--- src/rtl/disp_pkg.sv ---
// Shared types and constants for the display render scheduler.
package disp_pkg;

    typedef enum logic [1:0] {
        S_IDLE  = 2'd0,
        S_START = 2'd1,
        S_WAIT  = 2'd2,
        S_SWAP  = 2'd3
    } state_t;

    localparam int unsigned TIMEOUT_DEF = 2**20;

    // Stage index width; a single-stage build still needs one bit.
    function automatic int stage_w(input int n);
        return (n > 1) ? $clog2(n) : 1;
    endfunction

endpackage

--- src/rtl/disp_render_sched_if.sv ---
// Scheduler <-> renderer/display bundle; master is the scheduler side.
interface disp_render_sched_if #(
    parameter int N  = 3,
    parameter int FW = 16
);
    logic          enable;
    logic          vblank;
    logic          err_clr;
    logic          stat;
    logic          busy;
    logic [N-1:0]  start;
    logic [N-1:0]  done;
    logic [N-1:0]  err;
    logic [FW-1:0] frame_cnt;

    modport master (
        input  enable, vblank, done, err_clr,
        output start, stat, busy, frame_cnt, err
    );

    modport slave (
        output enable, vblank, done, err_clr,
        input  start, stat, busy, frame_cnt, err
    );

endinterface

--- src/rtl/disp_watchdog.sv ---
// Per-stage hang detector: counts cycles while run is high and pulses expire
// on the cycle the count reaches TIMEOUT-1. TIMEOUT=0 disables it.
module disp_watchdog
    import disp_pkg::*;
#(
    parameter int unsigned TIMEOUT = TIMEOUT_DEF
) (
    input  logic clkSYS,
    input  logic reset,
    input  logic clr,
    input  logic run,
    output logic expire
);

    generate
        if (TIMEOUT == 0) begin : g_off
            logic unused_wd;
            assign unused_wd = &{1'b0, clkSYS, reset, clr, run};
            assign expire    = 1'b0;
        end else begin : g_on
            localparam int            CW    = $clog2(TIMEOUT + 1);
            localparam logic [CW-1:0] LIMIT = CW'(TIMEOUT - 1);
            localparam logic [CW-1:0] SAT   = CW'(TIMEOUT);

            logic [CW-1:0] cnt;

            // Saturating one past LIMIT keeps expire to a single cycle.
            always_ff @(posedge clkSYS or posedge reset) begin
                if (reset) begin
                    cnt <= '0;
                end else if (clr) begin
                    cnt <= '0;
                end else if (run && (cnt != SAT)) begin
                    cnt <= cnt + CW'(1);
                end
            end

            assign expire = run && !clr && (cnt == LIMIT);
        end
    endgenerate

endmodule

--- src/rtl/disp_render_sched.sv ---
// Frame scheduler: starts renderer stages in order, waits on each done (or a
// watchdog expiry), then flips the render/display buffer on the next vblank.
module disp_render_sched
    import disp_pkg::*;
#(
    parameter int          N       = 3,
    parameter int unsigned TIMEOUT = TIMEOUT_DEF,
    parameter int          FW      = 16
) (
    input  logic                clkSYS,
    input  logic                reset,
    disp_render_sched_if.master bus
);

    localparam int            SW       = stage_w(N);
    localparam logic [N-1:0]  ONE_HOT0 = N'(1);
    localparam logic [SW-1:0] LAST_IDX = SW'(N - 1);

    state_t        state;
    logic [SW-1:0] idx;
    logic [N-1:0]  start_r;
    logic [N-1:0]  err_r;
    logic          stat_r;
    logic          busy_r;
    logic [FW-1:0] frame_cnt_r;

    logic          wd_clr;
    logic          wd_run;
    logic          wd_expire;
    logic          done_hit;

    assign wd_clr   = (state == S_START);
    assign wd_run   = (state == S_WAIT);
    assign done_hit = bus.done[idx];

    disp_watchdog #(
        .TIMEOUT (TIMEOUT)
    ) u_watchdog (
        .clkSYS (clkSYS),
        .reset  (reset),
        .clr    (wd_clr),
        .run    (wd_run),
        .expire (wd_expire)
    );

    always_ff @(posedge clkSYS or posedge reset) begin
        if (reset) begin
            state       <= S_IDLE;
            idx         <= '0;
            start_r     <= '0;
            err_r       <= '0;
            stat_r      <= 1'b0;
            busy_r      <= 1'b0;
            frame_cnt_r <= '0;
        end else begin
            start_r <= '0;
            // A clear followed by a new timeout below leaves only the new bit.
            if (bus.err_clr) begin
                err_r <= '0;
            end

            unique case (state)
                S_IDLE: begin
                    if (bus.enable) begin
                        idx    <= '0;
                        busy_r <= 1'b1;
                        state  <= S_START;
                    end
                end

                S_START: begin
                    start_r <= ONE_HOT0 << idx;
                    state   <= S_WAIT;
                end

                S_WAIT: begin
                    // done beats a simultaneous expiry, so no error is logged.
                    if (done_hit || wd_expire) begin
                        if (!done_hit) begin
                            err_r[idx] <= 1'b1;
                        end
                        if (idx == LAST_IDX) begin
                            state <= S_SWAP;
                        end else begin
                            idx   <= idx + SW'(1);
                            state <= S_START;
                        end
                    end
                end

                S_SWAP: begin
                    if (bus.vblank) begin
                        stat_r      <= ~stat_r;
                        frame_cnt_r <= frame_cnt_r + FW'(1);
                        busy_r      <= 1'b0;
                        state       <= S_IDLE;
                    end
                end

                default: state <= S_IDLE;
            endcase
        end
    end

    assign bus.start     = start_r;
    assign bus.err       = err_r;
    assign bus.stat      = stat_r;
    assign bus.busy      = busy_r;
    assign bus.frame_cnt = frame_cnt_r;

endmodule
--- src/flat_wrapper.sv ---
// flat-port wrapper written by rule: the top's interface ports become plain ports
module disp_render_sched_flat import disp_pkg::*;
#(
    parameter int          N       = 3,
    parameter int unsigned TIMEOUT = TIMEOUT_DEF,
    parameter int          FW      = 16
)
  (clkSYS, reset, bus_enable, bus_vblank, bus_done, bus_err_clr, bus_start, bus_stat, bus_busy, bus_frame_cnt, bus_err);
  disp_render_sched_if #(.N(N), .FW(FW)) bus_i ();
  input  logic clkSYS;
  input  logic reset;
  input wire logic [$bits(bus_i.enable)-1:0] bus_enable;
  input wire logic [$bits(bus_i.vblank)-1:0] bus_vblank;
  input wire logic [$bits(bus_i.done)-1:0] bus_done;
  input wire logic [$bits(bus_i.err_clr)-1:0] bus_err_clr;
  output wire logic [$bits(bus_i.start)-1:0] bus_start;
  output wire logic [$bits(bus_i.stat)-1:0] bus_stat;
  output wire logic [$bits(bus_i.busy)-1:0] bus_busy;
  output wire logic [$bits(bus_i.frame_cnt)-1:0] bus_frame_cnt;
  output wire logic [$bits(bus_i.err)-1:0] bus_err;
  assign bus_i.enable = bus_enable;
  assign bus_i.vblank = bus_vblank;
  assign bus_i.done = bus_done;
  assign bus_i.err_clr = bus_err_clr;
  assign bus_start = bus_i.start;
  assign bus_stat = bus_i.stat;
  assign bus_busy = bus_i.busy;
  assign bus_frame_cnt = bus_i.frame_cnt;
  assign bus_err = bus_i.err;
  disp_render_sched #(.N(N), .TIMEOUT(TIMEOUT), .FW(FW)) u_core (.clkSYS(clkSYS), .reset(reset), .bus(bus_i));
endmodule
--- config.mk ---
export PLATFORM = sky130hd
export DESIGN_NAME = disp_render_sched_flat
export DESIGN_NICKNAME = d
export VERILOG_FILES = /design/src/rtl/disp_pkg.sv /design/src/rtl/disp_render_sched_if.sv /design/src/rtl/disp_watchdog.sv /design/src/rtl/disp_render_sched.sv /design/src/flat_wrapper.sv
export SDC_FILE = /design/constraint.sdc
export NUM_CORES = 1
export LEC_CHECK = 0
export CORE_ASPECT_RATIO = 0.7
export CORE_MARGIN = 2
export CORE_UTILIZATION = 50
export DETAILED_ROUTE_END_ITERATION = 8
export DONT_BUFFER_PORTS = 1
export PLACE_DENSITY = 0.61
export SYNTH_ARGS = -nofsm -noshare
export SYNTH_HDL_FRONTEND = slang
export SYNTH_SLANG_ARGS = --single-unit
--- constraint.sdc ---
create_clock -name clkSYS -period 1.86 [get_ports clkSYS]
set_input_delay 0.093 -clock clkSYS [delete_from_list [all_inputs] [get_ports clkSYS]]
set_output_delay 0.093 -clock clkSYS [all_outputs]
set_load 0.02 [all_outputs]
==> out/qor.yml, run 1 <==
synthesis:
  avgSynthCellArea_um2: 9.77
  yosys_most_used_dff: "dfrtp_1"
  yosysUniqueCellTypes: 44
  yosys_warnings: 0
  synth_edf_count: 0
  netlist_instances: 253
  netlist_area_mm2: 0.00247
  ys_ff_latch: 49
  postSynth.asyncResetShare: 1.00
  mappedNetlistNets: 267
  yosysSeqAreaShare: 0.496
job:
  cap_violations: 0
global_route:
  grt_max_degree: 20
  grt-ovfl-total: 0
  grt_pass1_wl_mm: 9.35
  antenna_found_initial: 0
  grt_pass1_vias: 1927
  grtUsageTotal: 0.219
status:
  outcome: "complete, no violations"
placement:
  routabilityCongestion: 0.885
  port_buffers: 0
  place_hpwl_mm: 4.15
critical_path:
  cp_data_arrival_time_ns: 1.96
  reg2reg_setup_slack_ns: 0.10
  required_ns: 2.06
  reg2reg_to: "u_core.u_watchdog.g_on.cnt[14]"
  r2r_start: "u_core.u_watchdog.g_on.cnt[1]"
  critPathBufInv: 0
  cp.depth: 6
  crit_family: "simple AND/OR/NAND/NOR gates"
  critical_path_class: "flip-flop to flip-flop"
  endpoint_kind: "flip-flop"
  worstRegToRegCells: 6
  cp-start-kind: "flip-flop"
  startpoint: "u_core.u_watchdog.g_on.cnt[1]"
  cp_slowest_stage_delay_ns: 0.51
  critPathSlowestCell: "or4_1"
  critPathCapture: "u_core.u_watchdog.g_on.cnt[14]"
  path_max_fanout: 4
  cp_cell_sequence: "ha_1, nand4_4, nor2_2, nand2_1, or4_1, o311ai_0"
sta:
  post-route-min-period_ns: 1.76
  worst_pin_slew_ns: 0.430
  maxSlewViolCount: 0
  finalSetupViolations: 0
  hold_viol_final: 0
  fin_setup_tns_ns: 0
  fin_crit_sh: 0.945
  finClkSkew_ns: 0.00348
  fmax_ghz: 0.569
  relSlewSlack: 0.713
clock_network:
  clkTransAtPathRegs_ns: 0.09
  cts-root-buf: "clkbuf_8"
  numCtsBuffers: 5
  htree_levels: 2
  cts_num_sinks: 49
  clk-insertion-delay-late_ns: 0.31
  cts_max_path_buffers: 2
  cts_tree: "built"
die:
  die-width_um: 88.0
  dieArea_mm2: 0.00553
  rows: 21
  ios: 32
  die_y_um: 62.8
  placeableCoreArea_mm2: 0.00478
  initial_utilization: 0.517
detailed_routing:
  firstDrtPassIters: 4
  viasPerCell: 5.66
  drc_errors: 0
  routed_wl_mm: 5.48
  num_vias: 1986
  drt_iter0_drc: 126
  wl_per_cell_um: 15.6
  postRouteAntennaNets: 0
pwr:
  p_per_area_mw_per_mm2: 1160
  total_power_mw: 3.40
  p_leak_nw: 1.31
  vdd.ir_drop.worst_v: 0.000977
worst_hold_path:
  hp-class: "input pin to flip-flop"
layout:
  n_fill_cell: 423
  syn2layout_area_growth_pct: 18.4
  layout.nets: 295
  final_common_cell: "dfrtp_1"
  antenna_cells: 0
  drive_above_1_share: 0.199
  final_cell_mix: "dfrtp_1 (44), nand2_1 (29), buf_4 (26)"
layout make-up:
cell class,count,area [um^2],share of cell area
clock inverters,2,37.5,0.0128
clock buffers,6,82.6,0.0282
multi-input cells,180,1210,0.413
well taps,69,86.3,0.0295
inverters,17,63.8,0.0218
flip-flops and latches,49,1230,0.421
repair buffers,28,215,0.0735
how the worst min path moves through the flow:
stage                           start                       end  slack [ns]  cells past startpoint
after floorplan           bus_err_clr         u_core.bus.err[1]        0.19                      1
after global placement          reset  u_core.bus.frame_cnt[15]       -0.02                      1
after detailed placement        reset  u_core.bus.frame_cnt[15]       -0.02                      1
after CTS                  bus_vblank           u_core.bus.busy        0.01                      3
after global routing       bus_vblank           u_core.bus.busy        0.06                      3
final                      bus_vblank           u_core.bus.busy        0.02                      3
through the flow:
step	cells	hold WS (ns)	cell area (um^2)	utilization	worst slack [ns]
after global routing	351	0.0565	2930	0.612	-0.00481
after CTS	349	0.0133	2850	0.596	0.0651
after global placement	339	-0.0160	2710	0.566	0.100
after detailed placement	339	-0.0155	2710	0.566	0.0228
final	351	0.0242	2930	0.612	0.103
after floorplan	253	0.192	2470	-	0.170
cells in the mapped netlist, types with 6 or more instances:
master    n  area share
dfrtp_1  49        0.50
nand2_1  29       0.044
nand3_1  21       0.043
inv_1    17       0.026
o21ai_0  16       0.032
nor2_1   13       0.020
xnor2_1  13       0.046
nand4_1  11       0.028
nor3_1    7       0.014
ha_1      6       0.030
logic make-up (layout without fill, tap and decap cells):
family	Yosys count	count (layout)	synth area share
AO/OA/AOI/OAI	42	42	0.110
XOR/XNOR	17	17	0.0603
adder cells (fa/ha/maj)	6	6	0.0304
buffers and inverters	24	53	0.0390
flip-flops	49	49	0.496
multiplexers	5	5	0.0208
AND/OR/NAND/NOR	110	110	0.243
layer usage:
layer  GRT usage  vias to the layer above  part of all wire  wire length, um
met3      0.0476                        8             0.076              416
met2       0.288                       68              0.41             2270
met4      0.0701                        0            0.0084               46
met1       0.352                      948              0.50             2740
met5           0                        -                 0                0
li1            -                      962                 -                -
power by group:
group          internal (mW)  switching (mW)
sequential              1.22           0.200
clock                  0.437           0.370
combinational          0.476           0.694
sequential cells by signal, indices dropped and copies added (netlist names):
register / cells
u_core.idx: 2
u_core.bus.frame_cnt: 16
u_core.u_watchdog.g_on.cnt: 21
u_core.bus.stat: 1
u_core.bus.start: 3
u_core.state: 2
u_core.bus.err: 3
u_core.bus.busy: 1
worst min-delay path, stage by stage:
cell     delay [ns]
nand2_1        0.08
nand2_1        0.08
nand2_1        0.04
timing repair:
| action | CTS | global route |
|---|---|---|
| resized for setup | 1 | 15 |
| setup buffers | 0 | 2 |
| endpoints found under the setup margin | 1 | 10 |
| pin swaps | 0 | 3 |
| endpoints found under the hold margin | 20 | 0 |
| hold buffers | 2 | 0 |
(Power assumes the default switching activity.)
==> inputs of run 2 (changes only) <==
--- a/config.mk
+++ b/config.mk
@@ -5,12 +5,12 @@
 export SDC_FILE = /design/constraint.sdc
 export NUM_CORES = 1
 export LEC_CHECK = 0
+export BUFFER_PORTS_ARGS = -buffer_cell sky130_fd_sc_hd__buf_2
 export CORE_ASPECT_RATIO = 0.7
 export CORE_MARGIN = 2
 export CORE_UTILIZATION = 50
 export DETAILED_ROUTE_END_ITERATION = 8
-export DONT_BUFFER_PORTS = 1
-export PLACE_DENSITY = 0.61
+export PLACE_DENSITY = 0.67
 export SYNTH_ARGS = -nofsm -noshare
 export SYNTH_HDL_FRONTEND = slang
 export SYNTH_SLANG_ARGS = --single-unit
==> run 2 against run 1 <==
Sequential share of layout area fell by 0.97 points. Combinational power rose by 6%. Core utilization rose by 1.3 points. Register-to-register slack got worse by 0.03 ns. Cell count rose by 6.3%. Maximum frequency fell by 1.7%. Via count rose by 2.6%. Critical path depth did not move. Non-clock buffer count rose by 23. Highest routed layer unchanged.
==> out/qor.yml, run 2 (same netlist as run 1, synthesis figures left out) <==
sta:
  relSlewSlack: 0.636
  worst_pin_slew_ns: 0.545
  maxSlewViolCount: 0
  rsz0062_at_grt: "true"
  fin_crit_sh: 0.961
  fin_setup_tns_ns: 0
  finClkSkew_ns: 0.00673
  fmax_ghz: 0.560
  finalSetupViolations: 0
  post-route-min-period_ns: 1.79
  hold_viol_final: 0
  finalWorstSetupSlack_ns: 0.0729
critical_path:
  worstRegToRegCells: 6
  cp-start-kind: "flip-flop"
  cp_cell_sequence: "ha_2, nand4_2, nor2_2, nand2_1, or4_1, o311ai_0"
  path_max_fanout: 4
  cp_slowest_stage_delay_ns: 0.50
  critPathSlowestCell: "or4_1"
  cp_data_arrival_time_ns: 1.97
  cp.depth: 6
  critPathBufInv: 0
  crit_family: "simple AND/OR/NAND/NOR gates"
  required_ns: 2.04
  endpoint_kind: "flip-flop"
  critical_path_class: "flip-flop to flip-flop"
pwr:
  p_comb_frac: 0.381
  internal_power_mw: 2.03
  p_seq_frac: 0.427
  vdd.ir_drop.worst_v: 0.000896
  p_per_area_mw_per_mm2: 1090
  total_power_mw: 3.26
  clockPowerShare: 0.192
  p_leak_nw: 1.40
  p_sw_mw: 1.24
  switching_share: 0.379
layout:
  regMostFlops: "u_core.u_watchdog.g_on.cnt"
  regArea_mm2: 0.00123
  multi_input_area_mm2: 0.00120
  syn2layout_area_growth_pct: 20.9
  final_area_mm2: 0.00299
  drive_above_1_share: 0.250
  antenna_cells: 0
  final_cell_mix: "dfrtp_1 (47), buf_2 (31), nand2_1 (29)"
  layout.nets: 318
  n_fill_cell: 410
  largest_register_ffs: 21
  final_common_cell: "dfrtp_1"
global_route:
  grt_pass1_vias: 1898
  grtUsageTotal: 0.216
  grt-ovfl-total: 0
  antenna_found_initial: 0
  grt_pass1_wl_mm: 9.23
  grt_max_degree: 26
die:
  placeableCoreArea_mm2: 0.00478
  initial_utilization: 0.517
  dieArea_mm2: 0.00553
  rows: 21
  ios: 32
  die_y_um: 62.8
  die-width_um: 88.0
clock_network:
  cts_num_sinks: 49
  clk-insertion-delay-late_ns: 0.30
  cts_max_path_buffers: 2
  htree_levels: 2
  cts-root-buf: "clkbuf_8"
  cts_tree: "built"
  clkTransAtPathRegs_ns: 0.09
  numCtsBuffers: 5
status:
  outcome: "complete, no violations"
placement:
  place_ws_ns: -0.0496
  routabilityCongestion: 0.894
  port_buffers: 31
  place_hpwl_mm: 4.14
  placed_cell_area_mm2: 0.00281
detailed_routing:
  viasPerCell: 5.46
  wl_per_cell_um: 14.6
  firstDrtPassIters: 5
  num_vias: 2038
  routed_wl_mm: 5.43
  drt_iter0_drc: 108
  drc_errors: 0
  postRouteAntennaNets: 0
job:
  cap_violations: 0
worst_hold_path:
  hp-class: "input pin to flip-flop"
  hold_depth: 4
==> run 2: cell count changes in the layout (fill, tap and decap cells not counted), moves of 3 or more <==
cell	previous run	this run
buf_2	0	31
buf_4	26	17
dfrtp_1	44	47
dfrtp_2	5	2
==> run 2: path summary, 6_finish.rpt <==
kind                                          startpoint  slack [ns]                             end
setup reg to reg           u_core.u_watchdog.g_on.cnt[1]        0.07  u_core.u_watchdog.g_on.cnt[14]
max in group asynchronous                          reset        0.96   u_core.u_watchdog.g_on.cnt[2]
hold / removal                                bus_vblank        0.17                 u_core.bus.busy
setup / recovery           u_core.u_watchdog.g_on.cnt[1]        0.07  u_core.u_watchdog.g_on.cnt[14]
min in group asynchronous                          reset        0.38               u_core.bus.err[1]
hold reg to reg                          u_core.bus.stat        0.47                 u_core.bus.stat
==> run 2: area by class of cell <==
| cell class | instances | share of cell area |
|---|---|---|
| Tap cell | 69 | 0.0289 |
| Multi-Input combinational cell | 180 | 0.401 |
| Timing Repair Buffer | 51 | 0.108 |
| Inverter | 17 | 0.0214 |
| Clock buffer | 7 | 0.0289 |
| Sequential cell | 49 | 0.411 |
==> run 2: per-stage QoR <==
step / instances / util / hold slack (ns)
finish: 373 / 0.625 / 0.173
global route: 373 / 0.625 / 0.178
CTS: 371 / 0.611 / 0.160
detailed placement: 362 / 0.588 / 0.169
global placement: 362 / 0.588 / 0.168
floorplan: 253 / - / 0.192
==> run 2: power groups by stage <==
| stage | Combinational (mW) | Clock, mW | Sequential [mW] |
|---|---|---|---|
| floorplan | 0.701 | 0 | 1.47 |
| CTS | 1.17 | 0.646 | 1.39 |
| finish | 1.24 | 0.627 | 1.40 |
| detailed placement | 1.15 | 0 | 1.41 |
| global route | 1.39 | 0.697 | 1.42 |
| global placement | 1.14 | 0 | 1.40 |
==> run 2: metal layers <==
metal  global-route usage  up-vias  routed length (um)
li1                     -     1008                   -
met2                0.285       53                2180
met4               0.0682        0                  67
met1                0.348      969                2890
met3               0.0462        8                 289
met5                    0        -                   0
==> run 2: repair_timing <==
item	4_1_cts	5_1_grt
endpoints found under the setup margin	1	11
endpoints found under the hold margin	26	0
setup buffers	0	2
hold buffers	2	0
gates resized for setup	1	13
pin swaps	0	5
==> run 2: worst min-delay path, cell delays in order <==
cell     delay (ns)
buf_2          0.09
nand2_1        0.12
nand2_1        0.09
nand2_1        0.04
==> inputs of run 3 (changes only) <==
--- a/config.mk
+++ b/config.mk
@@ -7,7 +7,7 @@
 export LEC_CHECK = 0
 export BUFFER_PORTS_ARGS = -buffer_cell sky130_fd_sc_hd__buf_2
 export CORE_ASPECT_RATIO = 0.7
-export CORE_MARGIN = 2
+export CORE_MARGIN = 8
 export CORE_UTILIZATION = 50
 export DETAILED_ROUTE_END_ITERATION = 8
 export PLACE_DENSITY = 0.67
==> run 3 against run 2 <==
Register-to-register slack about the same. Sequential cell count unchanged. Non-clock buffer count decreased by 1. Clock skew shrank 0.0013 ns. Hold slack worse by 0.0058 ns. First-iteration DRC count grew 100%.
==> out/qor.yml, run 3 (same netlist as run 1, synthesis figures left out) <==
die:
  die-width_um: 100
  initial_utilization: 0.517
  die_y_um: 74.8
  dieArea_mm2: 0.00748
  rows: 21
  ios: 32
  placeableCoreArea_mm2: 0.00478
layout:
  n_fill_cell: 433
  regMostFlops: "u_core.u_watchdog.g_on.cnt"
  final_common_cell: "dfrtp_1"
  final_core_util: 0.620
  layout.nets: 317
  antenna_cells: 0
  drive_above_1_share: 0.224
  multi_input_area_mm2: 0.00117
  largest_register_ffs: 21
  final_cells: 373
  syn2layout_area_growth_pct: 19.9
  regArea_mm2: 0.00123
  final_cell_mix: "dfrtp_1 (47), buf_2 (31), nand2_1 (29)"
critical_path:
  r2r_start: "u_core.u_watchdog.g_on.cnt[0]"
  cp_slowest_stage_delay_ns: 0.40
  critical_path_class: "flip-flop to flip-flop"
  required_ns: 2.09
  critPathSlowestCell: "dfrtp_1"
  cp_data_arrival_time_ns: 2.03
  worstRegToRegCells: 7
  cp-start-kind: "flip-flop"
  endpoint_kind: "flip-flop"
  cp_cell_sequence: "inv_1, ha_1, nor4b_1, nand4_1, o21ai_2, nand2b_1, mux2i_1"
  path_max_fanout: 5
  critPathBufInv: 1
  crit_family: "simple AND/OR/NAND/NOR gates"
  reg2reg_setup_slack_ns: 0.06
  reg2reg_to: "u_core.u_watchdog.g_on.cnt[7]"
job:
  cap_violations: 0
worst_hold_path:
  hp-start: "bus_vblank"
  hold_depth: 4
  hp-class: "input pin to flip-flop"
  worstHoldEndpoint: "u_core.bus.busy"
pwr:
  p_per_area_mw_per_mm2: 1140
  vdd.ir_drop.worst_v: 0.000878
  p_leak_nw: 1.40
sta:
  maxSlewViolCount: 0
  relSlewSlack: 0.593
  worst_pin_slew_ns: 0.611
  hold_viol_final: 0
  finalSetupViolations: 0
  fin_crit_sh: 0.968
  rsz0062_at_grt: "true"
  fmax_ghz: 0.555
  finClkSkew_ns: 0.00542
  post-route-min-period_ns: 1.80
detailed_routing:
  drt_iter0_drc: 221
  met2_length_mm: 2.27
  num_vias: 2054
  met3_length_um: 468
  route.layer.met1.wl_mm: 2.95
  routed_wl_mm: 5.75
  postRouteAntennaNets: 0
  wl_per_cell_um: 15.4
  firstDrtPassIters: 4
  dr.max_layer_used: "met4"
  drc_errors: 0
  viasPerCell: 5.51
global_route:
  grt-ovfl-total: 0
  grtUsageTotal: 0.160
  grt_pass1_vias: 1830
  grt_pass1_wl_mm: 9.41
  grt_max_degree: 50
  antenna_found_initial: 0
status:
  outcome: "complete, no violations"
clock_network:
  numCtsBuffers: 5
  clkTransAtPathRegs_ns: 0.08
  cts_num_sinks: 49
  cts-root-buf: "clkbuf_8"
  cts_max_path_buffers: 2
  cts_tree: "built"
  clk-insertion-delay-late_ns: 0.30
  htree_levels: 2
placement:
  port_buffers: 31
  dp_cells: 362
  routabilityCongestion: 0.932
  place_hpwl_mm: 4.18
run 3: worst max-delay path by stage:
stage,start,endpoint,slack (ns),cells after the start
6_report,u_core.u_watchdog.g_on.cnt[0],u_core.u_watchdog.g_on.cnt[7],0.06,7
2_1_floorplan,u_core.u_watchdog.g_on.cnt[1],u_core.idx[0],0.17,6
3_3_place_gp,u_core.u_watchdog.g_on.cnt[10],u_core.idx[0],0.12,5
5_1_grt,u_core.u_watchdog.g_on.cnt[1],u_core.u_watchdog.g_on.cnt[14],-0.04,6
4_1_cts,u_core.u_watchdog.g_on.cnt[0],u_core.u_watchdog.g_on.cnt[7],0.02,7
3_5_place_dp,u_core.u_watchdog.g_on.cnt[0],u_core.u_watchdog.g_on.cnt[7],0.02,7
run 3: cell type report:
cell class              instances  share of cell area
clock buffers                   7              0.0291
well taps                      69              0.0291
repair buffers                 50               0.102
flip-flops and latches         49               0.415
clock inverters                 1              0.0101
inverters                      17              0.0215
multi-input cells             180               0.393
run 3: layer usage:
layer | track usage | vias up
li1 | - | 1005
met1 | 0.248 | 971
met2 | 0.210 | 70
met3 | 0.0416 | 8
met4 | 0.0400 | 0
met5 | 0 | -
run 3: power breakdown:
part / switching (mW) / internal, mW / leakage [nW]
clock network: 0.344 / 0.438 / 0.0585
logic: 0.735 / 0.457 / 0.689
registers: 0.183 / 1.22 / 0.648
run 3: repair_timing:
item / 4_1_cts / 5_1_grt
hold endpoints to repair: 52 / 0
gates resized for setup: 0 / 6
endpoints found under the setup margin: 0 / 8
hold buffers: 2 / 0
setup buffers: 0 / 1
run 3: worst reg2reg max path: cells and delay by family (launching register included):
family	cells	cell delay, ns
DFF	1	0.40
AOI/OAI and AO/OA	1	0.28
and+or+nand+nor	3	0.60
adders and majority gates	1	0.17
buffers and inverters	1	0.12
muxes	1	0.17
run 3: metrics by stage:
| stage | setup TNS [ns] | total power, mW | cell area, um^2 | setup slack (ns) | hold slack [ns] |
|---|---|---|---|---|---|
| final | 0 | 3.38 | 2960 | 0.0595 | 0.167 |
| after global routing | -0.0830 | 3.59 | 2960 | -0.0362 | 0.197 |
| after CTS | 0 | 3.38 | 2940 | 0.0196 | 0.159 |
| after detailed placement | 0 | 2.57 | 2800 | 0.0229 | 0.287 |
| after global placement | 0 | 2.56 | 2800 | 0.118 | 0.289 |
| after floorplan | 0 | 2.17 | 2470 | 0.170 | 0.192 |
